$ cat src/rtl/tx_defs.sv
// Shared definitions for the request dispatch stage: FSM encoding,
// error codes and the wait-counter width helper.
package tx_defs;

    typedef enum logic [2:0] {
        ST_IDLE      = 3'd0,
        ST_DECODE    = 3'd1,
        ST_WAIT_FREE = 3'd2,
        ST_ISSUE     = 3'd3,
        ST_ERR       = 3'd4
    } state_t;

    localparam logic [1:0] ERR_RANGE   = 2'b01;
    localparam logic [1:0] ERR_TIMEOUT = 2'b10;

    // Width of a counter that must hold values up to timeout; never below 1.
    function automatic int cnt_width(input int timeout);
        int w;
        w = $clog2(timeout + 1);
        return (w < 1) ? 1 : w;
    endfunction

    localparam int DEFAULT_TIMEOUT = 16;
    localparam int DEFAULT_CNT_W   = cnt_width(DEFAULT_TIMEOUT);

endpackage

$ cat src/rtl/tx_addr_decode.sv
// Maps a global address onto a switch index, a range flag and a one-hot
// select vector. Purely combinational.
module tx_addr_decode
    import tx_defs::*;
#(
    parameter int NUM_SW_INST  = 5,
    parameter int ADDR_WIDTH   = 8,
    parameter int SW_SPAN_LOG2 = 4,
    parameter int IDX_W        = (NUM_SW_INST > 1) ? $clog2(NUM_SW_INST) : 1
) (
    input  logic [ADDR_WIDTH-1:0]  addr,
    output logic [IDX_W-1:0]       idx,
    output logic                   in_range,
    output logic [NUM_SW_INST-1:0] sel
);

    localparam int UPPER_W = ADDR_WIDTH - SW_SPAN_LOG2;

    logic [UPPER_W-1:0] upper;

    // The range test uses every upper address bit so that a large address
    // cannot alias onto a valid switch when idx is truncated.
    always_comb begin
        upper    = addr[ADDR_WIDTH-1:SW_SPAN_LOG2];
        in_range = (32'(upper) < NUM_SW_INST);
        idx      = in_range ? upper[IDX_W-1:0] : '0;
        sel      = '0;
        for (int i = 0; i < NUM_SW_INST; i++) begin
            sel[i] = in_range && (32'(upper) == i);
        end
    end

endmodule

$ cat src/rtl/tx_dispatch.sv
// Request dispatch stage: accepts one host request, waits for the target
// switch to go idle, then issues a one-cycle select or an error response.
module tx_dispatch
    import tx_defs::*;
#(
    parameter int NUM_SW_INST  = 5,
    parameter int W_WIDTH      = 8,
    parameter int ADDR_WIDTH   = 8,
    parameter int SW_SPAN_LOG2 = 4,
    parameter int TIMEOUT      = 16
) (
    input  logic                    clk,
    input  logic                    rst,
    input  logic                    req_valid,
    output logic                    req_ready,
    input  logic [ADDR_WIDTH-1:0]   req_addr,
    input  logic [7:0]              req_op_id,
    input  logic                    req_wr,
    input  logic [W_WIDTH-1:0]      req_wdata,
    input  logic [NUM_SW_INST-1:0]  sw_busy,
    output logic [NUM_SW_INST-1:0]  sel_en,
    output logic [7:0]              op_id_out,
    output logic [SW_SPAN_LOG2-1:0] sw_addr,
    output logic                    sw_wr,
    output logic [W_WIDTH-1:0]      sw_wdata,
    output logic                    err_valid,
    output logic [7:0]              err_op_id,
    output logic [1:0]              err_code
);

    localparam int IDX_W      = (NUM_SW_INST > 1) ? $clog2(NUM_SW_INST) : 1;
    localparam int BUSY_EXT_W = 1 << IDX_W;
    localparam int CNT_W      = cnt_width(TIMEOUT);

    state_t                  state, state_next;
    logic [CNT_W-1:0]        cnt, cnt_next;
    logic [1:0]              code_q, code_next;

    logic [ADDR_WIDTH-1:0]   lat_addr;
    logic [7:0]              lat_op_id;
    logic                    lat_wr;
    logic [W_WIDTH-1:0]      lat_wdata;

    logic [IDX_W-1:0]        idx;
    logic                    in_range;
    logic [NUM_SW_INST-1:0]  sel_vec;
    logic [BUSY_EXT_W-1:0]   busy_ext;
    logic                    target_busy;

    tx_addr_decode #(
        .NUM_SW_INST  (NUM_SW_INST),
        .ADDR_WIDTH   (ADDR_WIDTH),
        .SW_SPAN_LOG2 (SW_SPAN_LOG2),
        .IDX_W        (IDX_W)
    ) u_decode (
        .addr     (lat_addr),
        .idx      (idx),
        .in_range (in_range),
        .sel      (sel_vec)
    );

    // Busy flag of the decoded target, padded so idx can never index past it.
    always_comb begin
        busy_ext    = BUSY_EXT_W'(sw_busy);
        target_busy = busy_ext[idx];
    end

    // State, wait counter and pending error code registers.
    always_ff @(posedge clk) begin
        if (rst) begin
            state  <= ST_IDLE;
            cnt    <= '0;
            code_q <= '0;
        end else begin
            state  <= state_next;
            cnt    <= cnt_next;
            code_q <= code_next;
        end
    end

    // Capture the request fields on acceptance; they stay stable until the
    // next acceptance because req_ready is low outside IDLE.
    always_ff @(posedge clk) begin
        if (rst) begin
            lat_addr  <= '0;
            lat_op_id <= '0;
            lat_wr    <= 1'b0;
            lat_wdata <= '0;
        end else if (state == ST_IDLE && req_valid) begin
            lat_addr  <= req_addr;
            lat_op_id <= req_op_id;
            lat_wr    <= req_wr;
            lat_wdata <= req_wdata;
        end
    end

    // Next-state logic and output decode from registered state only.
    always_comb begin
        state_next = state;
        cnt_next   = cnt;
        code_next  = code_q;
        req_ready  = 1'b0;
        sel_en     = '0;
        op_id_out  = '0;
        sw_addr    = '0;
        sw_wr      = 1'b0;
        sw_wdata   = '0;
        err_valid  = 1'b0;
        err_op_id  = '0;
        err_code   = '0;

        case (state)
            ST_IDLE: begin
                req_ready = 1'b1;
                if (req_valid) begin
                    state_next = ST_DECODE;
                end
            end
            ST_DECODE: begin
                if (!in_range) begin
                    state_next = ST_ERR;
                    code_next  = ERR_RANGE;
                end else if (!target_busy) begin
                    state_next = ST_ISSUE;
                end else begin
                    state_next = ST_WAIT_FREE;
                    cnt_next   = '0;
                end
            end
            ST_WAIT_FREE: begin
                if (!target_busy) begin
                    state_next = ST_ISSUE;
                end else if (TIMEOUT != 0 && cnt == CNT_W'(TIMEOUT - 1)) begin
                    state_next = ST_ERR;
                    code_next  = ERR_TIMEOUT;
                end else begin
                    cnt_next = cnt + 1'b1;
                end
            end
            ST_ISSUE: begin
                sel_en     = sel_vec;
                op_id_out  = lat_op_id;
                sw_addr    = lat_addr[SW_SPAN_LOG2-1:0];
                sw_wr      = lat_wr;
                sw_wdata   = lat_wdata;
                state_next = ST_IDLE;
            end
            ST_ERR: begin
                err_valid  = 1'b1;
                err_op_id  = lat_op_id;
                err_code   = code_q;
                state_next = ST_IDLE;
            end
            default: begin
                state_next = ST_IDLE;
            end
        endcase
    end

endmodule

$ cat config.mk
export PLATFORM = sky130hd
export DESIGN_NAME = tx_dispatch
export DESIGN_NICKNAME = d
export VERILOG_FILES = /design/src/rtl/tx_defs.sv /design/src/rtl/tx_addr_decode.sv /design/src/rtl/tx_dispatch.sv
export SDC_FILE = /design/constraint.sdc
export NUM_CORES = 1
export LEC_CHECK = 0
export CELL_PAD_IN_SITES_DETAIL_PLACEMENT = 1
export CELL_PAD_IN_SITES_GLOBAL_PLACEMENT = 1
export CORE_MARGIN = 1.5
export CORE_UTILIZATION = 30
export DETAILED_ROUTE_END_ITERATION = 8
export HOLD_SLACK_MARGIN = 0.03
export PLACE_DENSITY = 0.88
export SKIP_LAST_GASP = 1
export SLEW_MARGIN = 20
export SYNTH_ARGS = -nofsm -noshare
export SYNTH_HDL_FRONTEND = slang
export SYNTH_SLANG_ARGS = --single-unit
$ cat constraint.sdc
create_clock -name clk -period 2.2 [get_ports clk]
set_clock_uncertainty 0.05 [all_clocks]
set_input_delay 0.22 -clock clk [delete_from_list [all_inputs] [get_ports clk]]
set_output_delay 0.22 -clock clk [all_outputs]
set_load 0.01 [all_outputs]
==> results of run 1 <==
## through the flow
stage               setup WS (ns)  cell area (sq um)   util
CTS                       0.00473               2740  0.462
detailed placement         0.0722               2630  0.444
global route              -0.0274               2750  0.464
global placement            0.168               2630  0.444
finish                      0.106               2750  0.464
floorplan                   0.396               1840      -
## worst min path at each step
stage	start	endpoint	slack, ns	depth (start not counted)
after CTS	lat_addr[1]	lat_addr[1]	0.41	2
after global placement	lat_wdata[1]	lat_wdata[1]	0.39	2
after detailed placement	lat_addr[1]	lat_addr[1]	0.40	2
after floorplan	req_addr[0]	lat_addr[0]	0.31	2
final	lat_addr[1]	lat_addr[1]	0.41	2
after global routing	req_wdata[5]	lat_wdata[5]	0.42	3
## power by group through the flow
| stage | Clock, mW | Sequential, mW | Combinational [mW] |
|---|---|---|---|
| 6_report | 0.513 | 0.868 | 0.901 |
| 5_1_grt | 0.561 | 0.886 | 1.02 |
| 4_1_cts | 0.538 | 0.863 | 0.913 |
| 3_5_place_dp | 0 | 0.874 | 0.907 |
| 3_3_place_gp | 0 | 0.867 | 0.863 |
| 2_1_floorplan | 0 | 0.809 | 0.638 |
## what timing repair did
item	CTS	global route
endpoints found under the setup margin	33	29
resized for setup	3	5
hold buffers	0	0
## registers in the layout, summed over array words and instances (netlist names)
register	cells
lat_op_id	8
state	3
lat_wdata	8
code_q	2
lat_addr	8
lat_wr	1
cnt	5
## synth_stat cells, drive strengths merged (4+ instances only)
| cell type | instances | area (sq um) |
|---|---|---|
| nand2 | 57 | 214 |
| inv | 5 | 18.8 |
| a21oi | 30 | 150 |
| nor3 | 4 | 20.0 |
| buf | 7 | 43.8 |
| and2 | 34 | 213 |
| clkbuf | 12 | 45.0 |
| dfxtp | 35 | 701 |
| nor2 | 7 | 26.3 |
| nand4 | 4 | 25.0 |
## cell families (layout without fill, tap and decap cells)
kind of cell,after synthesis,count (layout),share of synthesized area
flip-flops,35,35,0.381
multiplexers,1,1,0.00544
AO/OA/AOI/OAI,52,52,0.187
AND/OR/NAND/NOR,127,127,0.354
buffers and inverters,24,94,0.0585
adder cells (fa/ha/maj),2,2,0.0136
## layer usage
| metal | track usage | vias up | wire length (microns) |
|---|---|---|---|
| met3 | 0.0562 | 2 | 370 |
| met1 | 0.208 | 897 | 2450 |
| met4 | 0.0603 | 0 | 40 |
| li1 | - | 947 | - |
| met5 | 0 | - | 0 |
| met2 | 0.312 | 58 | 2650 |
## worst max-delay path, delay by kind of cell (launching register included)
kind | cells | cell delay, ns
buffers and inverters | 1 | 0.54
DFF | 1 | 0.39
and+or+nand+nor | 4 | 0.60
## layout make-up
| class | count | area share |
|---|---|---|
| inverter | 5 | 0.00682 |
| timing repair buffer | 81 | 0.286 |
| clock buffer | 7 | 0.0350 |
| tap | 75 | 0.0341 |
| clock inverter | 1 | 0.00273 |
| multi-input combinational | 182 | 0.378 |
| sequential | 35 | 0.258 |
==> results.txt, run 1 <==
In this run the worst setup path begins at state[1]. During placement, the flow inserted port buffers numbering 70. The tools report the remaining design rule violation count as 0. The number of hold-slack violations in the final timing report was 0. Clock tree synthesis selected as its root buffer the cell sky130_fd_sc_hd__clkbuf_8.

The tools report the number of antenna repair diodes as 0. The reg-to-reg endpoint is cnt[1]. The floorplan step set the die width to 81.3 microns.

The post-CTS setup repair buffer count was 0; the net switching fraction of the power was 0.369. The area of the multi-input gates is 1040 sq um. The run gives 4 as the first-pass iteration count of the detailed router. For the worst setup path, the data arrival time is 1.82 ns.

The global-route usage over all layers was 0.180; the biggest fanout along the worst timing path was 9. After technology mapping, the gate count stands at 241. The design draws 2.28 mW. The worst-case IR drop observed on VDD is 0.334 mV. The floorplan has 28 rows. The final count of negative-setup-slack endpoints is 0, and the proportion of register bits with asynchronous set or reset after synthesis is 0. After detailed routing, the average wire length per cell comes to 14.3 microns. After legalization and detailed placement, the total HPWL measured 4.19 mm. The critical path ends at sel_en[1]. The startpoint identified for the worst register-to-register timing path is cnt[0].

Entering global routing, the biggest net connects 26 pins. The run gives 0.380 as the sequential share of power. The signal on the critical path passes through nand2_1, nor4_1, nand2_1, nor2_1, clkdlybuf4s50_1. The final layout contains 345 nets. For this design, the slowest cell found on the critical path is sky130_fd_sc_hd__clkdlybuf4s50_1. Counting every net in the synthesized netlist gives 276.

The analysis attributes to net switching a power of 0.843 mW. The part of the power in the clock network was 0.225; the area of the mapped netlist was 1840 sq um. The final critical-path share of the clock period was 0.952. Number of filler instances in the final layout: 724.

During synthesis, Yosys emitted a total of 0 warnings. The first global-routing pass estimated 9.09 mm of wire. In this run, CTS created clock tree buffers numbering 5. Cell type with the highest occurrence count on the critical path: sky130_fd_sc_hd__nand2_1. The critical path in this run is classified as reg -> out. The library cell used most frequently in the layout, excluding fill and tap cells, is sky130_fd_sc_hd__clkdlybuf4s50_1. The register clock-pin slew on the reported worst setup and hold paths works out to 0.07 ns.

In the final layout, flip-flops and latches occupy 709 sq um. Hold timing on the final database bottoms out at a slack of 0.406 ns. The first routing iteration left 71 violations.

Clock latency on the worst-skew pair, taken at its later pin, is 0.28 ns. On the worst path, the slowest cell contributes a delay of 0.54 ns. The part of the Yosys area used for sequential elements was 0.381. TritonCTS built the clock tree. After detailed routing, the total wire length is 5.51 mm. The smallest clock period supported by the final layout is computed as 2.09 ns. Setup repair after global routing could not meet its margin everywhere. The type of element launching the critical path was a flip-flop. The clock net in this run drives a total of 35 sinks. Mean post-synth cell area: 7.63 sq um. The dominant synthesized flop cell is sky130_fd_sc_hd__dfxtp_1. The leakage power figure is 1.04 nW. After floorplanning, the core was sized to cover 5920 sq um.

The total number of H-tree levels was 2. Yosys mapped a number of flops with a built-in enable equal to 0. The depth of the most critical reg-to-reg path came out at 7. At the pin with the least slew margin, the transition time is 0.469 ns. After routing, the total negative slack on setup checks comes to 0 ns. The tools report the data required time at the worst endpoint as 1.93 ns. The min-delay analysis places its worst path in the category reg -> reg.

The vias per cell works out to 4.93. The combinational group share of total power came out at 0.395. STA classifies the critical path endpoint as a primary output. Signed area change from the synthesized netlist to the final layout: 49.5%. The count of pins over their slew limit was 0. The clock passes through at most 2 buffers. Synthesis inferred 35 register bits. After global routing the overflow that remains totals 0. The setup slack of the worst register-to-register path is 0.20 ns, and the power density normalized to cell area is 829 nW/um^2. Once detail routing completed, the nets flagged for antenna violations numbered 0.

The final instance count without filler cells is 386. Based on the critical path, the design can be clocked at up to 0.478 GHz. The top cell types in the final layout, fill and taps aside, are sky130_fd_sc_hd__clkdlybuf4s50_1 (69), sky130_fd_sc_hd__nand2_1 (57), sky130_fd_sc_hd__and2_1 (34). Summing over every cut layer, the via total after detailed routing is 1904.

The logs give 71 for the number of I/O pins and 0 for the number of max-cap violations. After synthesis, the netlist uses 43 different library cells. The tools report the worst slew margin relative to its limit as 0.686. The run gives 1992 as the via count of the first global-routing pass. The cell-internal power is 1.44 mW.

The height of the die was 81.3 microns; the global placement routability congestion was 0.763. In this run, placement finished with an instance count of 378. The flow ran to the end, and the final reports show no timing, DRC or antenna violations. The die covers 6610 sq um.

Initial core utilization: 0.311. The number of antenna violations at the first check in global routing was 0; the share of final-layout standard cells stronger than drive strength 1 was 0.0772.
Note: power is estimated with default switching activity, not from simulation.
==> run 2, diff against run 1 <==
--- a/config.mk
+++ b/config.mk
@@ -10,6 +10,7 @@
 export CORE_MARGIN = 1.5
 export CORE_UTILIZATION = 30
 export DETAILED_ROUTE_END_ITERATION = 8
+export GPL_TIMING_DRIVEN = 0
 export HOLD_SLACK_MARGIN = 0.03
 export PLACE_DENSITY = 0.88
 export SKIP_LAST_GASP = 1
==> results.txt, run 2 (synthesis gave the netlist of run 1 again) <==
The flow ran to the end, and the final reports show no timing, DRC or antenna violations. The post-layout utilization of the core is 0.483 (was 0.464), and the sum of overflow across all layers after global routing is 0 (unchanged). The initial core utilization was 0.311 (unchanged); the total number of H-tree levels was 2 (unchanged). Number of nets in the layout: 356 (was 345). The endpoint class of the critical path was a primary output (unchanged). For the count of nets left with antenna violations after detail routing, the log shows 0 (unchanged). Leakage power figure: 1.38 nW (was 1.04 nW). Commonest cells after routing, fill and taps aside: sky130_fd_sc_hd__nand2_1 (56), sky130_fd_sc_hd__clkdlybuf4s50_1 (45), sky130_fd_sc_hd__and2_1 (34) (was sky130_fd_sc_hd__clkdlybuf4s50_1 (69), sky130_fd_sc_hd__nand2_1 (57), sky130_fd_sc_hd__and2_1 (34)).

The final count of negative-setup-slack endpoints is 0 (unchanged). The signed area change from the synthesized netlist to the final layout came out at 55.6% (was 49.5%). The hold-critical path endpoint is cnt[2] (was lat_addr[1]). The shortest period the worst path allows works out to 2.16 ns (was 2.09 ns).

For the global placement routability congestion, the log shows 0.819 (was 0.763). For the worst slew margin relative to its limit, the log shows 0.655 (was 0.686). The type of element launching the critical path was a flip-flop (unchanged). The tools report the first-pass iteration count of the detailed router as 4 (unchanged).

The signal arrival time at the worst endpoint is 1.89 ns (was 1.82 ns). The logs give 0 (unchanged) for the number of max-cap violations and 6610 sq um (unchanged) for the area of the die. The number of port buffers came out at 69 (was 70). The detailed-route wire length per cell was 15.3 microns (was 14.3 microns). The reg-to-reg endpoint is code_q[1] (was cnt[1]). The actual transition at the worst max-transition pin was 0.517 ns (was 0.469 ns); the maximum number of buffers from clock root to sink was 2 (unchanged). Final routed wirelength across all metal layers: 6.06 mm (was 5.51 mm). The biggest fanout along the worst timing path is 10 (was 9), and the via count of the first global-routing pass is 1950 (was 1992). The largest incremental delay on the critical path was 0.53 ns (was 0.54 ns); the clock latency on the worst-skew pair was 0.29 ns (was 0.28 ns).

The number of hold-slack violations in the final timing report came out at 0 (unchanged). The tools report the number of antenna violations at the first check in global routing as 0 (unchanged). The hold-critical path depth was 2 (unchanged); the maximum VDD drop was 0.382 mV (was 0.334 mV). The vias per cell is 4.87 (was 4.93), and the register clock-pin slew on the reported worst setup and hold paths is 0.08 ns (was 0.07 ns).

The clock buffer count from CTS was 5 (unchanged); the largest net degree at the start of global routing was 13 (was 26). The height of the die came out at 81.3 microns (unchanged). The clock tree root driver cell was sky130_fd_sc_hd__clkbuf_8 (unchanged). The depth of the most critical reg-to-reg path works out to 8 (was 7). The share of final-layout standard cells stronger than drive strength 1 came out at 0.0994 (was 0.0772).

Number of I/O pins: 71 (unchanged). Most common cell after layout, fill and taps aside: sky130_fd_sc_hd__nand2_1 (was sky130_fd_sc_hd__clkdlybuf4s50_1). The die boundary width is 81.3 microns (unchanged). Setup repair after global routing could not meet its margin everywhere. The logs give 1935 (was 1904) for the total vias in the final route and 47 (was 71) for the number of DRC markers in iteration 0.

For the setup slack of the worst register-to-register path, the log shows 0.18 ns (was 0.20 ns). The worst hold-check path type is in -> reg (was reg -> reg). The cell at the slowest stage of the critical path is sky130_fd_sc_hd__clkdlybuf4s50_1 (unchanged). Critical-path cell list: buf_6, nand2_2, nor2_4, buf_8, and2_1, clkdlybuf4s50_1 (was nand2_1, nor4_1, nand2_1, nor2_1, clkdlybuf4s50_1). The power density normalized to cell area was 845 nW/um^2 (was 829 nW/um^2). The data required time at the worst endpoint came out at 1.93 ns (about the same). The tools report the origin of the critical flop-to-flop path as cnt[0] (unchanged). The number of antenna repair diodes is 0 (unchanged).

The start-to-end type of the worst setup path is reg -> out (unchanged). The logs give 5920 sq um (unchanged) for the area of the placeable core and 0.183 (was 0.180) for the global-route usage over all layers. The remaining design rule violation count was 0 (unchanged); the final critical-path share of the clock period was 0.981 (was 0.952). The achievable frequency is 0.463 GHz (was 0.478 GHz). The detailed placer's ending HPWL came out at 4.26 mm (was 4.19 mm).

The run gives 9.20 mm (was 9.09 mm) as the first-pass GRT wire length. The run gives 2.42 mW (was 2.28 mW) as the total power. TritonCTS built the clock tree. Clock sink count: 35 (unchanged). Critical hold path startpoint: rst (was lat_addr[1]). The run gives 0 ns (unchanged) as the sum of negative setup slack.

The run gives 28 (unchanged) as the number of rows created at floorplan. The count of pins over their slew limit is 0 (unchanged). Largest registers in the final layout: lat_addr (8), lat_op_id (8), lat_wdata (8) (unchanged).
## run 2: cell types whose count changed in the layout (fill, tap and decap cells not counted), moves of 2 or more
cell	change
sky130_fd_sc_hd__dlygate4sd2_1	+10
sky130_fd_sc_hd__dlymetal6s2s_1	+13
sky130_fd_sc_hd__clkbuf_1	+7
sky130_fd_sc_hd__dfxtp_2	+2
sky130_fd_sc_hd__buf_6	+2
sky130_fd_sc_hd__dfxtp_4	-2
sky130_fd_sc_hd__buf_4	-3
sky130_fd_sc_hd__buf_2	+4
sky130_fd_sc_hd__clkdlybuf4s50_1	-24
## run 2: where the power goes
part | leakage, nW | switching (mW) | internal [mW]
registers | 0.287 | 0.106 | 0.756
clock network | 0.0581 | 0.248 | 0.337
logic | 1.03 | 0.547 | 0.422
## run 2: critical path: cells and delay by family, from the launching register on
kind	cells	cell delay, ns
buf+inv	3	0.83
simple gates	3	0.40
flops	1	0.36
## run 2: timing repair
item                                    4_1_cts  5_1_grt
setup buffers                                 1        5
resized for setup                            24       21
pin swaps                                     1        2
hold buffers                                  0        0
endpoints found under the setup margin       36       31
## run 2: worst max path at each step
| stage | slack [ns] | endpoint | depth (start not counted) | from |
|---|---|---|---|---|
| 2_1_floorplan | 0.40 | code_q[1] | 8 | cnt[0] |
| 3_3_place_gp | -0.23 | sw_addr[3] | 6 | state[0] |
| 3_5_place_dp | -0.30 | sw_wdata[7] | 6 | state[0] |
| 4_1_cts | -0.07 | sw_wdata[7] | 6 | state[1] |
| 5_1_grt | -0.08 | err_op_id[4] | 4 | state[2] |
| 6_report | 0.04 | op_id_out[2] | 6 | state[1] |
## run 2: per-layer routing
metal / track usage / up-vias / routed length [microns]
li1: - / 970 / -
met1: 0.207 / 902 / 2570
met2: 0.324 / 59 / 2990
met3: 0.0539 / 4 / 430
met4: 0.0621 / 0 / 68
met5: 0 / - / 0
## run 2: per-stage QoR
stage / area (sq um) / setup WS, ns / hold WS [ns] / cells
after global routing: 2860 / -0.0809 / 0.421 / 397
after global placement: 2620 / -0.233 / 0.388 / 385
after detailed placement: 2620 / -0.301 / 0.395 / 385
after CTS: 2760 / -0.0708 / 0.382 / 392
after floorplan: 1840 / 0.396 / 0.306 / 241
final: 2860 / 0.0418 / 0.392 / 397
## run 2: cell type report
| class | count | area (sq um) |
|---|---|---|
| Fill cell | 722 | 3060 |
| Multi-Input combinational cell | 182 | 1060 |
| Timing Repair Buffer | 75 | 758 |
| Sequential cell | 35 | 704 |
| Buffer | 17 | 113 |
| Tap cell | 75 | 93.8 |
| Clock buffer | 5 | 68.8 |
| Clock inverter | 3 | 43.8 |
| Inverter | 5 | 18.8 |
